### src/rtl/axi_lite_pkg.sv
// -----------------------------------------------------------------------------
// axi_lite_pkg
// Shared definitions for the AXI4-Lite register bank:
//   - 1-bit response encodings (OKAY / SLVERR)
//   - write and read handshake FSM state encodings
//   - address decode helper returning the word index and a decode-error flag
// -----------------------------------------------------------------------------
package axi_lite_pkg;

    localparam logic RESP_OKAY   = 1'b0;
    localparam logic RESP_SLVERR = 1'b1;

    typedef enum logic [1:0] {
        W_IDLE,
        W_HAVE_AW,
        W_HAVE_W,
        W_RESP
    } w_state_t;

    typedef enum logic {
        R_IDLE,
        R_VALID
    } r_state_t;

    typedef struct packed {
        logic [29:0] index;  // word index = byte address >> 2
        logic        err;    // misaligned or beyond the register bank
    } addr_decode_t;

    // The caller zero-extends its byte address to 32 bits so this helper
    // stays independent of the bus address width.
    function automatic addr_decode_t decode_addr(input logic [31:0] addr,
                                                 input int unsigned num_regs);
        addr_decode_t d;
        d.index = addr[31:2];
        d.err   = (addr[1:0] != 2'b00) || (32'(d.index) >= num_regs);
        return d;
    endfunction

endpackage

### src/rtl/axi_lite_regfile_if.sv
// -----------------------------------------------------------------------------
// axi_lite_regfile_if
// AXI4-Lite channel bundle (AW, W, B, AR, R) with a 1-bit response field.
// Clock and reset are not part of the bundle; they stay plain module ports.
//   master modport : drives addresses, data, valids and response readies
//   slave  modport : drives address/data readies, responses and read data
// -----------------------------------------------------------------------------
interface axi_lite_regfile_if #(
    parameter int ADDR_WIDTH = 8,
    parameter int DATA_WIDTH = 32
);
    logic [ADDR_WIDTH-1:0]   awaddr;
    logic                    awvalid;
    logic                    awready;
    logic [DATA_WIDTH-1:0]   wdata;
    logic [DATA_WIDTH/8-1:0] wstrb;
    logic                    wvalid;
    logic                    wready;
    logic                    bresp;
    logic                    bvalid;
    logic                    bready;
    logic [ADDR_WIDTH-1:0]   araddr;
    logic                    arvalid;
    logic                    arready;
    logic [DATA_WIDTH-1:0]   rdata;
    logic                    rresp;
    logic                    rvalid;
    logic                    rready;

    modport master (
        output awaddr, awvalid, wdata, wstrb, wvalid, bready, araddr, arvalid, rready,
        input  awready, wready, bresp, bvalid, arready, rdata, rresp, rvalid
    );

    modport slave (
        input  awaddr, awvalid, wdata, wstrb, wvalid, bready, araddr, arvalid, rready,
        output awready, wready, bresp, bvalid, arready, rdata, rresp, rvalid
    );
endinterface

### src/rtl/axi_lite_regfile_core.sv
// -----------------------------------------------------------------------------
// axi_lite_regfile_core
// Storage for the register bank: NUM_REGS word registers where the last entry
// is a write-transaction counter that only this block updates.
// Ports:
//   s0_axi_aclk / s0_axi_areset : clock, synchronous active-high reset
//   wr_en, wr_idx, wr_data, wr_strb : byte-lane write port; wr_en is only
//                                     raised for accepted (OKAY) writes
//   rd_en, rd_idx, rd_err          : read capture request
//   rd_data                        : registered read data, held between reads
// -----------------------------------------------------------------------------
module axi_lite_regfile_core #(
    parameter int DATA_WIDTH = 32,
    parameter int NUM_REGS   = 8,
    parameter int IDX_W      = 3
) (
    input  logic                    s0_axi_aclk,
    input  logic                    s0_axi_areset,
    input  logic                    wr_en,
    input  logic [IDX_W-1:0]        wr_idx,
    input  logic [DATA_WIDTH-1:0]   wr_data,
    input  logic [DATA_WIDTH/8-1:0] wr_strb,
    input  logic                    rd_en,
    input  logic [IDX_W-1:0]        rd_idx,
    input  logic                    rd_err,
    output logic [DATA_WIDTH-1:0]   rd_data
);
    localparam int NUM_LANES = DATA_WIDTH / 8;
    localparam int CNT_IDX   = NUM_REGS - 1;

    logic [DATA_WIDTH-1:0] regs [NUM_REGS];

    // NOTE: sequential state uses non-blocking assignments so that a read
    // captured on the same edge as a write sees the pre-write value.
    always_ff @(posedge s0_axi_aclk) begin
        if (s0_axi_areset) begin
            // NOTE: this is a small flop array, not a RAM macro, so every entry
            // is cleared on reset and software can rely on reading zeroes.
            for (int i = 0; i < NUM_REGS; i++) begin
                regs[i] <= '0;
            end
            rd_data <= '0;
        end else begin
            if (wr_en) begin
                // wr_idx never selects the counter here: the top turns such
                // writes into SLVERR and keeps wr_en low.
                for (int b = 0; b < NUM_LANES; b++) begin
                    if (wr_strb[b]) begin
                        regs[wr_idx][b*8 +: 8] <= wr_data[b*8 +: 8];
                    end
                end
                // Counts every accepted write, even one with no strobes set.
                regs[CNT_IDX] <= regs[CNT_IDX] + DATA_WIDTH'(1);
            end
            if (rd_en) begin
                rd_data <= rd_err ? '0 : regs[rd_idx];
            end
        end
    end

endmodule

### src/rtl/axi_lite_regfile.sv
// -----------------------------------------------------------------------------
// axi_lite_regfile
// AXI4-Lite slave register bank. The write channel (AW/W/B) and the read
// channel (AR/R) run independent handshake FSMs; all readies, valids and
// responses come straight from flops.
// Ports:
//   s0_axi_aclk   : clock, rising edge
//   s0_axi_areset : synchronous active-high reset
//   s0_axi        : AXI4-Lite slave bundle (axi_lite_regfile_if.slave)
// -----------------------------------------------------------------------------
module axi_lite_regfile
    import axi_lite_pkg::*;
#(
    parameter int DATA_WIDTH = 32,
    parameter int ADDR_WIDTH = 8,
    parameter int NUM_REGS   = 8
) (
    input  logic                s0_axi_aclk,
    input  logic                s0_axi_areset,
    axi_lite_regfile_if.slave   s0_axi
);
    localparam int IDX_W  = (NUM_REGS > 1) ? $clog2(NUM_REGS) : 1;
    localparam int STRB_W = DATA_WIDTH / 8;

    w_state_t w_state;
    r_state_t r_state;

    logic                  awready_q, wready_q, bvalid_q, bresp_q;
    logic                  arready_q, rvalid_q, rresp_q;
    logic [ADDR_WIDTH-1:0] aw_addr_q;
    logic [DATA_WIDTH-1:0] w_data_q;
    logic [STRB_W-1:0]     w_strb_q;

    logic                  aw_hs, w_hs, ar_hs;
    logic                  commit, wr_en, c_err, c_resp;
    logic [ADDR_WIDTH-1:0] c_addr;
    logic [DATA_WIDTH-1:0] c_data;
    logic [STRB_W-1:0]     c_strb;
    logic [31:0]           wa_ext, ra_ext;
    addr_decode_t          w_dec, r_dec;
    logic [IDX_W-1:0]      w_idx, r_idx;

    assign aw_hs = awready_q && s0_axi.awvalid;
    assign w_hs  = wready_q  && s0_axi.wvalid;
    assign ar_hs = arready_q && s0_axi.arvalid;

    // Select the commit beat: whichever half arrived earlier comes from the
    // holding registers, the half arriving now comes from the bus.
    // NOTE: every signal assigned in always_comb gets a default first, so no
    // path through the block can infer a latch.
    always_comb begin
        c_addr = (w_state == W_HAVE_AW) ? aw_addr_q : s0_axi.awaddr;
        c_data = (w_state == W_HAVE_W)  ? w_data_q  : s0_axi.wdata;
        c_strb = (w_state == W_HAVE_W)  ? w_strb_q  : s0_axi.wstrb;
        wa_ext = '0;
        wa_ext[ADDR_WIDTH-1:0] = c_addr;
        ra_ext = '0;
        ra_ext[ADDR_WIDTH-1:0] = s0_axi.araddr;
    end

    assign w_dec = decode_addr(wa_ext, NUM_REGS);
    assign r_dec = decode_addr(ra_ext, NUM_REGS);
    assign w_idx = IDX_W'(w_dec.index);
    assign r_idx = IDX_W'(r_dec.index);

    assign commit = ((w_state == W_IDLE)    && aw_hs && w_hs) ||
                    ((w_state == W_HAVE_AW) && w_hs) ||
                    ((w_state == W_HAVE_W)  && aw_hs);

    // The counter register is read-only from the bus.
    assign c_err  = w_dec.err || (32'(w_dec.index) == 32'(NUM_REGS - 1));
    assign c_resp = c_err ? RESP_SLVERR : RESP_OKAY;
    assign wr_en  = commit && !c_err;

    // Write channel FSM
    always_ff @(posedge s0_axi_aclk) begin
        if (s0_axi_areset) begin
            w_state   <= W_IDLE;
            awready_q <= 1'b0;
            wready_q  <= 1'b0;
            bvalid_q  <= 1'b0;
            bresp_q   <= RESP_OKAY;
            aw_addr_q <= '0;
            w_data_q  <= '0;
            w_strb_q  <= '0;
        end else begin
            case (w_state)
                W_IDLE: begin
                    if (aw_hs && w_hs) begin
                        awready_q <= 1'b0;
                        wready_q  <= 1'b0;
                        bvalid_q  <= 1'b1;
                        bresp_q   <= c_resp;
                        w_state   <= W_RESP;
                    end else if (aw_hs) begin
                        aw_addr_q <= s0_axi.awaddr;
                        awready_q <= 1'b0;
                        w_state   <= W_HAVE_AW;
                    end else if (w_hs) begin
                        w_data_q <= s0_axi.wdata;
                        w_strb_q <= s0_axi.wstrb;
                        wready_q <= 1'b0;
                        w_state  <= W_HAVE_W;
                    end else begin
                        // Also raises the readies on the first cycle out of reset.
                        awready_q <= 1'b1;
                        wready_q  <= 1'b1;
                    end
                end
                W_HAVE_AW: begin
                    if (w_hs) begin
                        wready_q <= 1'b0;
                        bvalid_q <= 1'b1;
                        bresp_q  <= c_resp;
                        w_state  <= W_RESP;
                    end
                end
                W_HAVE_W: begin
                    if (aw_hs) begin
                        awready_q <= 1'b0;
                        bvalid_q  <= 1'b1;
                        bresp_q   <= c_resp;
                        w_state   <= W_RESP;
                    end
                end
                W_RESP: begin
                    if (s0_axi.bready) begin
                        bvalid_q  <= 1'b0;
                        awready_q <= 1'b1;
                        wready_q  <= 1'b1;
                        w_state   <= W_IDLE;
                    end
                end
                default: w_state <= W_IDLE;
            endcase
        end
    end

    // Read channel FSM; read data itself is registered inside the core.
    always_ff @(posedge s0_axi_aclk) begin
        if (s0_axi_areset) begin
            r_state   <= R_IDLE;
            arready_q <= 1'b0;
            rvalid_q  <= 1'b0;
            rresp_q   <= RESP_OKAY;
        end else begin
            case (r_state)
                R_IDLE: begin
                    if (ar_hs) begin
                        arready_q <= 1'b0;
                        rvalid_q  <= 1'b1;
                        rresp_q   <= r_dec.err ? RESP_SLVERR : RESP_OKAY;
                        r_state   <= R_VALID;
                    end else begin
                        arready_q <= 1'b1;
                    end
                end
                R_VALID: begin
                    if (s0_axi.rready) begin
                        rvalid_q  <= 1'b0;
                        arready_q <= 1'b1;
                        r_state   <= R_IDLE;
                    end
                end
                default: r_state <= R_IDLE;
            endcase
        end
    end

    axi_lite_regfile_core #(
        .DATA_WIDTH (DATA_WIDTH),
        .NUM_REGS   (NUM_REGS),
        .IDX_W      (IDX_W)
    ) u_core (
        .s0_axi_aclk   (s0_axi_aclk),
        .s0_axi_areset (s0_axi_areset),
        .wr_en         (wr_en),
        .wr_idx        (w_idx),
        .wr_data       (c_data),
        .wr_strb       (c_strb),
        .rd_en         (ar_hs),
        .rd_idx        (r_idx),
        .rd_err        (r_dec.err),
        .rd_data       (s0_axi.rdata)
    );

    assign s0_axi.awready = awready_q;
    assign s0_axi.wready  = wready_q;
    assign s0_axi.bvalid  = bvalid_q;
    assign s0_axi.bresp   = bresp_q;
    assign s0_axi.arready = arready_q;
    assign s0_axi.rvalid  = rvalid_q;
    assign s0_axi.rresp   = rresp_q;

endmodule

### src/flat_wrapper.sv
// flat-port wrapper written by rule: the top's interface ports become plain ports
module axi_lite_regfile_flat import axi_lite_pkg::*;
#(
    parameter int DATA_WIDTH = 32,
    parameter int ADDR_WIDTH = 8,
    parameter int NUM_REGS   = 8
)
  (s0_axi_aclk, s0_axi_areset, s0_axi_awaddr, s0_axi_awvalid, s0_axi_wdata, s0_axi_wstrb, s0_axi_wvalid, s0_axi_bready, s0_axi_araddr, s0_axi_arvalid, s0_axi_rready, s0_axi_awready, s0_axi_wready, s0_axi_bresp, s0_axi_bvalid, s0_axi_arready, s0_axi_rdata, s0_axi_rresp, s0_axi_rvalid);
  axi_lite_regfile_if #(.ADDR_WIDTH(ADDR_WIDTH), .DATA_WIDTH(DATA_WIDTH)) s0_axi_i ();
  input  logic s0_axi_aclk;
  input  logic s0_axi_areset;
  input wire logic [$bits(s0_axi_i.awaddr)-1:0] s0_axi_awaddr;
  input wire logic [$bits(s0_axi_i.awvalid)-1:0] s0_axi_awvalid;
  input wire logic [$bits(s0_axi_i.wdata)-1:0] s0_axi_wdata;
  input wire logic [$bits(s0_axi_i.wstrb)-1:0] s0_axi_wstrb;
  input wire logic [$bits(s0_axi_i.wvalid)-1:0] s0_axi_wvalid;
  input wire logic [$bits(s0_axi_i.bready)-1:0] s0_axi_bready;
  input wire logic [$bits(s0_axi_i.araddr)-1:0] s0_axi_araddr;
  input wire logic [$bits(s0_axi_i.arvalid)-1:0] s0_axi_arvalid;
  input wire logic [$bits(s0_axi_i.rready)-1:0] s0_axi_rready;
  output wire logic [$bits(s0_axi_i.awready)-1:0] s0_axi_awready;
  output wire logic [$bits(s0_axi_i.wready)-1:0] s0_axi_wready;
  output wire logic [$bits(s0_axi_i.bresp)-1:0] s0_axi_bresp;
  output wire logic [$bits(s0_axi_i.bvalid)-1:0] s0_axi_bvalid;
  output wire logic [$bits(s0_axi_i.arready)-1:0] s0_axi_arready;
  output wire logic [$bits(s0_axi_i.rdata)-1:0] s0_axi_rdata;
  output wire logic [$bits(s0_axi_i.rresp)-1:0] s0_axi_rresp;
  output wire logic [$bits(s0_axi_i.rvalid)-1:0] s0_axi_rvalid;
  assign s0_axi_i.awaddr = s0_axi_awaddr;
  assign s0_axi_i.awvalid = s0_axi_awvalid;
  assign s0_axi_i.wdata = s0_axi_wdata;
  assign s0_axi_i.wstrb = s0_axi_wstrb;
  assign s0_axi_i.wvalid = s0_axi_wvalid;
  assign s0_axi_i.bready = s0_axi_bready;
  assign s0_axi_i.araddr = s0_axi_araddr;
  assign s0_axi_i.arvalid = s0_axi_arvalid;
  assign s0_axi_i.rready = s0_axi_rready;
  assign s0_axi_awready = s0_axi_i.awready;
  assign s0_axi_wready = s0_axi_i.wready;
  assign s0_axi_bresp = s0_axi_i.bresp;
  assign s0_axi_bvalid = s0_axi_i.bvalid;
  assign s0_axi_arready = s0_axi_i.arready;
  assign s0_axi_rdata = s0_axi_i.rdata;
  assign s0_axi_rresp = s0_axi_i.rresp;
  assign s0_axi_rvalid = s0_axi_i.rvalid;
  axi_lite_regfile #(.DATA_WIDTH(DATA_WIDTH), .ADDR_WIDTH(ADDR_WIDTH), .NUM_REGS(NUM_REGS)) u_core (.s0_axi_aclk(s0_axi_aclk), .s0_axi_areset(s0_axi_areset), .s0_axi(s0_axi_i));
endmodule
### config.mk
export PLATFORM = sky130hd
export DESIGN_NAME = axi_lite_regfile_flat
export DESIGN_NICKNAME = d
export VERILOG_FILES = /design/src/rtl/axi_lite_pkg.sv /design/src/rtl/axi_lite_regfile_if.sv /design/src/rtl/axi_lite_regfile_core.sv /design/src/rtl/axi_lite_regfile.sv /design/src/flat_wrapper.sv
export SDC_FILE = /design/constraint.sdc
export NUM_CORES = 1
export LEC_CHECK = 0
export BUFFER_PORTS_ARGS = -buffer_cell sky130_fd_sc_hd__buf_2
export CAP_MARGIN = 10
export CELL_PAD_IN_SITES_DETAIL_PLACEMENT = 0
export CELL_PAD_IN_SITES_GLOBAL_PLACEMENT = 2
export CORE_MARGIN = 2
export CORE_UTILIZATION = 46
export DETAILED_ROUTE_END_ITERATION = 16
export PLACE_DENSITY = 0.94
export RECOVER_POWER = 50
export SLEW_MARGIN = 25
export SYNTH_ARGS = -nofsm -noshare
export SYNTH_HDL_FRONTEND = slang
export SYNTH_HIERARCHICAL = 1
export SYNTH_SLANG_ARGS = --single-unit
### constraint.sdc
create_clock -name s0_axi_aclk -period 9.05 [get_ports s0_axi_aclk]
set_input_delay 0.4525 -clock s0_axi_aclk [delete_from_list [all_inputs] [get_ports s0_axi_aclk]]
set_output_delay 0.4525 -clock s0_axi_aclk [all_outputs]
set_load 0.03 [all_outputs]
# Word level (Yosys, flattened, before mapping)
# Memory sizes are Yosys's and may differ from the RTL's.
# Index checks and enable logic that the tools add are counted.
dict set report word_totals {
  regBits 86
  mem_bits_rw 256
  input_bits 59
  out_inout_bits 39
  word_cells 132
  memories 1
}
# name words width read_ports rd_ports_with_merged_regs write_ports line
set mem_list {}
lappend mem_list {u_core.u_core.regs 8 32 2 0 8 axi_lite_regfile_core.sv:31} ;# logic [DATA_WIDTH-1:0] regs [NUM_REGS];
dict set report classes {
  add_sub_neg 1
  magnitude_cmp 2
  eq_ne 13
  mux 67
  bitwise 4
  n_reduce_logical 31
}
# op n
set ops {}
lappend ops {{2-to-1 mux 32 bit} 4}
lappend ops {{2-to-1 mux 1 bit} 45}
lappend ops {{adder 32 x 1 -> 32 bit (second input constant)} 1}
lappend ops {{OR reduction 32 bit} 1}
lappend ops {{AND reduction 4 bit} 6}
lappend ops {{greater-or-equal comparator 6 x 4 -> 1 bit (second input constant)} 2}
lappend ops {{2-to-1 mux 2 bit} 6}
lappend ops {{logical AND 1 bit} 9}
lappend ops {{one-hot mux 1 bit (3 select lines)} 3}
lappend ops {{nonzero test 3 bit} 3}
lappend ops {{2-to-1 mux 4 bit} 2}
lappend ops {{2-to-1 mux 8 bit} 1}
lappend ops {{one-hot mux 2 bit (4 select lines)} 1}
lappend ops {{equality test 6 x 3 -> 1 bit (second input constant)} 1}
lappend ops {{!= test 2 x 1 -> 1 bit (second input constant)} 3}
lappend ops {{!= test 2 bit (second input constant)} 3}
lappend ops {{one-hot mux 1 bit (2 select lines)} 3}
lappend ops {{logical OR 1 bit} 5}
lappend ops {{equality test 2 bit (second input constant)} 2}
lappend ops {{!= test 4 x 2 -> 1 bit (second input constant)} 1}
lappend ops {{!= test 4 x 3 -> 1 bit (second input constant)} 1}
lappend ops {{one-hot mux 1 bit (4 select lines)} 1}
lappend ops {{AND reduction 2 bit} 2}
lappend ops {{nonzero test 2 bit} 2}
lappend ops {{other kinds (8)} 10}

# Longest topological paths before layout
dict set report logic_depth {
  depth_word 12
  ltp_mapped 12
  mapped_depth_nobuf 10
}

# Hierarchy
# Netlist, hierarchy kept.
# module n_inst cells_per_inst area_per_inst_um2
set by_module_without_submodules {}
lappend by_module_without_submodules {axi_lite_regfile_core 1 989 13312.8}
lappend by_module_without_submodules {axi_lite_regfile 1 310 2665.1}

# Worst setup path before layout
# Ideal clock, no wire load.
dict set report synth_timing {
  path_kind {reg-to-reg}
  from {register u_core.w_state[1]}
  to {memory u_core.u_core.regs[3][10] (enable)}
  setup_ns 0.309
  arrival_time_ns 2.695
  slack_ns 6.045
  path_stages_with_launch 12
  n_path_buf 2
  synth_period_minus_slack_ns 3.005
  cell_sequence {dfxtp_1 inv_1 ha_1 clkbuf_1 mux2_2 a31oi_1 and2_1 nor2b_1 clkbuf_1 nand2_1 nor2_1 or2_2}
}
# element line
set synth_rtl {}
lappend synth_rtl {{from (decl)} axi_lite_regfile.sv:25} ;# w_state_t w_state;
lappend synth_rtl {{from (signal assigned)} axi_lite_regfile.sv:78} ;# w_state <= W_IDLE;
lappend synth_rtl {{from (signal assigned)} axi_lite_regfile.sv:94} ;# w_state <= W_RESP;
lappend synth_rtl {{from (signal assigned)} axi_lite_regfile.sv:98} ;# w_state <= W_HAVE_AW;
lappend synth_rtl {{to (decl)} axi_lite_regfile_core.sv:31}

==> impl_metrics.env <==
export IMPL_netlist_area_leader_share_pct=48.1
export IMPL_drt_drc_violations_left=0
export IMPL_tns_ns=0
export IMPL_coreArea_mm2=0.0344
export IMPL_grt_max_degree=50
export IMPL_synth_top_family_by_area="simple AND/OR/NAND/NOR gates"
export IMPL_yosysTopAreaCell="edfxtp_1"
export IMPL_synth_xor_area_share_pct=0.658
export IMPL_grt_pass1_vias=10100
export IMPL_avgSynthCellArea_um2=12.3
export IMPL_vias_per_cell=5.51
export IMPL_drv_slew=196
export IMPL_clock_latency_ns=0.53
export IMPL_overflow=0
export IMPL_track_usage_pct=21.9
export IMPL_synthCells=1299
export IMPL_wl_per_cell_um=21.0
export IMPL_htreeDepth=2
export IMPL_skew_ns=0.0158
export IMPL_crit_end="u_core/u_core/regs[4][0]"
export IMPL_r2r_slack_ns=4.41
export IMPL_cts_resized=0
export IMPL_ys_seq_elements=342
export IMPL_cp_data_required_time_ns=9.27
export IMPL_io_buffers=97
export IMPL_cts_setup_buffers=0
export IMPL_drt_wl_total_mm=39.1
export IMPL_cts_root_buf="clkbuf_16"
export IMPL_dieHeight_um=190
export IMPL_pin_count=98
export IMPL_holdBufCountCts=0
export IMPL_fill_cells=2925
export IMPL_tightest_slew_ns=2.41
export IMPL_hold_start="s0_axi_wdata[9]"
export IMPL_groute_layer_met1_usage_pct=32.2
export IMPL_synthAdderAreaFrac_pct=0.705
export IMPL_synth_compound_area_share_pct=6.41
export IMPL_synthMuxAreaShare_pct=12.4
export IMPL_placed_cell_area_mm2=0.0168
export IMPL_synth_common_cells="256 x edfxtp_1, 230 x and2_1, 133 x nand2_1, 96 x mux2_2, 86 x dfxtp_1"
export IMPL_cap_violations=5
export IMPL_ys_types=53
export IMPL_synth_area_mm2=0.0160
export IMPL_area_growth_pct=12.9
export IMPL_final_nets=1447
export IMPL_hp_class="input port to register"
export IMPL_ys_flop_type="edfxtp_1"
export IMPL_ir_drop_v=0.000153
export IMPL_setup_violations=0
export IMPL_clk_pin_slew_ns=0.06
export IMPL_cts_sinks=342
export IMPL_rsz0062_at_grt="false"
export IMPL_dp_hpwl_mm=27.2
export IMPL_yosys_warnings=6
export IMPL_r2r_end="u_core/u_core/regs[4][0]"
export IMPL_synth_area_leaders="edfxtp_1 48%, dfxtp_1 11%, and2_1 9.0%"
export IMPL_top_usage_layer="met2"
export IMPL_dieArea_mm2=0.0362
export IMPL_final_area_mm2=0.0180
export IMPL_cts_max_path_buffers=3
export IMPL_cellLeakagePower_uw=0.00637
export IMPL_drt_iter0_markers=929
export IMPL_yosys_area_share_simple_pct=19.1
export IMPL_status="finished, violations left"
export IMPL_final_antenna_net_count=0
export IMPL_preCtsSetupSlack_ns=5.57
export IMPL_reg2reg_depth=10
export IMPL_grt_met3_usage_pct=3.53
export IMPL_hold_slack_ns=0.166
export IMPL_critPathKind="register to register"
export IMPL_cts_tree="yes"
export IMPL_rows=68
export IMPL_synth_most_common_cell="edfxtp_1"
export IMPL_place_gp_congestion=0.821
export IMPL_fin_ws_ns=4.41
export IMPL_async_reset_ff_share_pct=0
export IMPL_critPathArrivalTime_ns=4.86
export IMPL_die_w_um=190
export IMPL_final_layout_size_suffix_gt1_share_pct=20.7
export IMPL_startpoint_type="register"
export IMPL_synth_edff_count=256
export IMPL_dr_pass1_iters=8
export IMPL_power_density_mw_per_mm2=224
export IMPL_fin_util_pct=52.5
export IMPL_crit_start="u_core/w_state[0]"
export IMPL_period_needed_ns=4.64
export IMPL_hold_violations=0
export IMPL_cp_max_fo=39
export IMPL_post_route_period_util_pct=51.3
export IMPL_relSlewSlack_pct=-60.5
export IMPL_fmax_mhz=216
export IMPL_via_count=10300
export IMPL_r2r_start="u_core/w_state[0]"
export IMPL_failed_checks="capacitance limit, slew limit"
export IMPL_end_kind="register"
export IMPL_grt_pass1_wl_mm=60.1
export IMPL_ys_seq_area_share_pct=58.9
export IMPL_numCtsBuffers=36
export IMPL_met2_usage_pct=33.6
export IMPL_grt_antenna_before_repair=0
export IMPL_start_util_pct=46.5
export IMPL_synthesis_nets=1367
-- cells in the final DEF (no fill, tap or decap), types with 5 or more instances in the layout --
| master | instances |
|---|---|
| nor4_1 | 5 |
| buf_2 | 57 |
| clkinv_2 | 7 |
| or4_1 | 11 |
| dfxtp_1 | 86 |
| and3_1 | 6 |
| buf_4 | 5 |
| inv_1 | 6 |
| and2_0 | 98 |
| a21oi_1 | 58 |
| clkbuf_1 | 46 |
| or2_2 | 29 |
| ha_1 | 9 |
| a31oi_1 | 5 |
| or3_1 | 6 |
| o21ai_0 | 6 |
| mux2i_1 | 10 |
| mux4_2 | 32 |
| xnor2_1 | 10 |
| o22ai_1 | 32 |
| nor2_1 | 62 |
| clkbuf_16 | 37 |
| and2_1 | 133 |
| o31ai_1 | 43 |
| bufinv_16 | 6 |
| mux2_1 | 7 |
| nor2b_1 | 34 |
| nand4_1 | 8 |
| edfxtp_1 | 256 |
| nor3_1 | 6 |
| mux2_2 | 96 |
| nand2_1 | 133 |
| nand3_1 | 8 |
-- kinds of logic after synthesis --
kind of cell | Yosys count
adder cells (fa/ha/maj) | 9
XOR/XNOR | 12
flip-flops | 342
multiplexers | 145
buffers and inverters | 70
AND/OR/NAND/NOR | 559
AO/OA/AOI/OAI | 162
-- sequential cells by signal (all words and copies together), names as in the netlist --
name,cells
u_core/s0_axi.bvalid,1
u_core/s0_axi.bresp,1
u_core/s0_axi.wready,1
u_core/s0_axi.rvalid,1
u_core/aw_addr_q,8
u_core/w_state,2
u_core/s0_axi.awready,1
u_core/s0_axi.arready,1
u_core/s0_axi.rresp,1
u_core/w_data_q,32
u_core/u_core/rd_data,32
u_core/u_core/regs,256
u_core/w_strb_q,4
u_core/r_state,1
-- where the power goes --
| part | internal [µW] | switching [µW] | leakage [µW] |
|---|---|---|---|
| Clock | 945 | 613 | 0.000617 |
| Combinational | 230 | 438 | 0.00241 |
| Sequential | 1760 | 52.6 | 0.00334 |
-- critical path, stage by stage (launching register included) --
cell and delay [ns]:
dfxtp_1 0.38, inv_1 0.18, ha_1 1.45, nand2_1 0.08, o21ai_0 0.14, and2_0 0.19
nor2b_1 0.14, clkbuf_1 0.59, nand2_1 0.41, nor2_1 0.45, or2_2 0.31
-- metrics by stage --
step           power [µW]  std cells
2_1_floorplan        2270       1299
3_3_place_gp         2510       1796
3_5_place_dp         2510       1796
4_1_cts              4070       1862
5_1_grt              4190       1862
6_report             4040       1863
-- worst min path at each step --
stage	end	slack (ns)	cells past startpoint
final	u_core/w_data_q[9]	0.17	3
after global routing	u_core/w_data_q[12]	0.16	3
after CTS	u_core/w_data_q[9]	0.15	3
after detailed placement	u_core/u_core/rd_data[4]	0.44	2
after global placement	u_core/u_core/rd_data[23]	0.43	2
after floorplan	u_core/w_data_q[0]	0.43	2
-- routing by layer --
layer	vias up	wire (µm)	part of all wire [%]
met1	5008	18400	47
met3	46	2370	6.1
li1	4892	-	-
met5	-	0	0
met2	325	17700	45
met4	0	692	1.8
-- layout make-up --
type / instances / area, µm² / share of cell area (%)
Timing Repair Buffer: 106 / 488 / 2.70
Multi-Input combinational cell: 887 / 6280 / 34.8
Tap cell: 455 / 569 / 3.16
Sequential cell: 342 / 9410 / 52.1
Clock inverter: 25 / 310 / 1.72
Clock buffer: 41 / 961 / 5.33
Inverter: 6 / 22.5 / 0.125
Antenna cell: 1 / 2.50 / 0.0139
No activity file was read; power rests on OpenSTA's default activity.
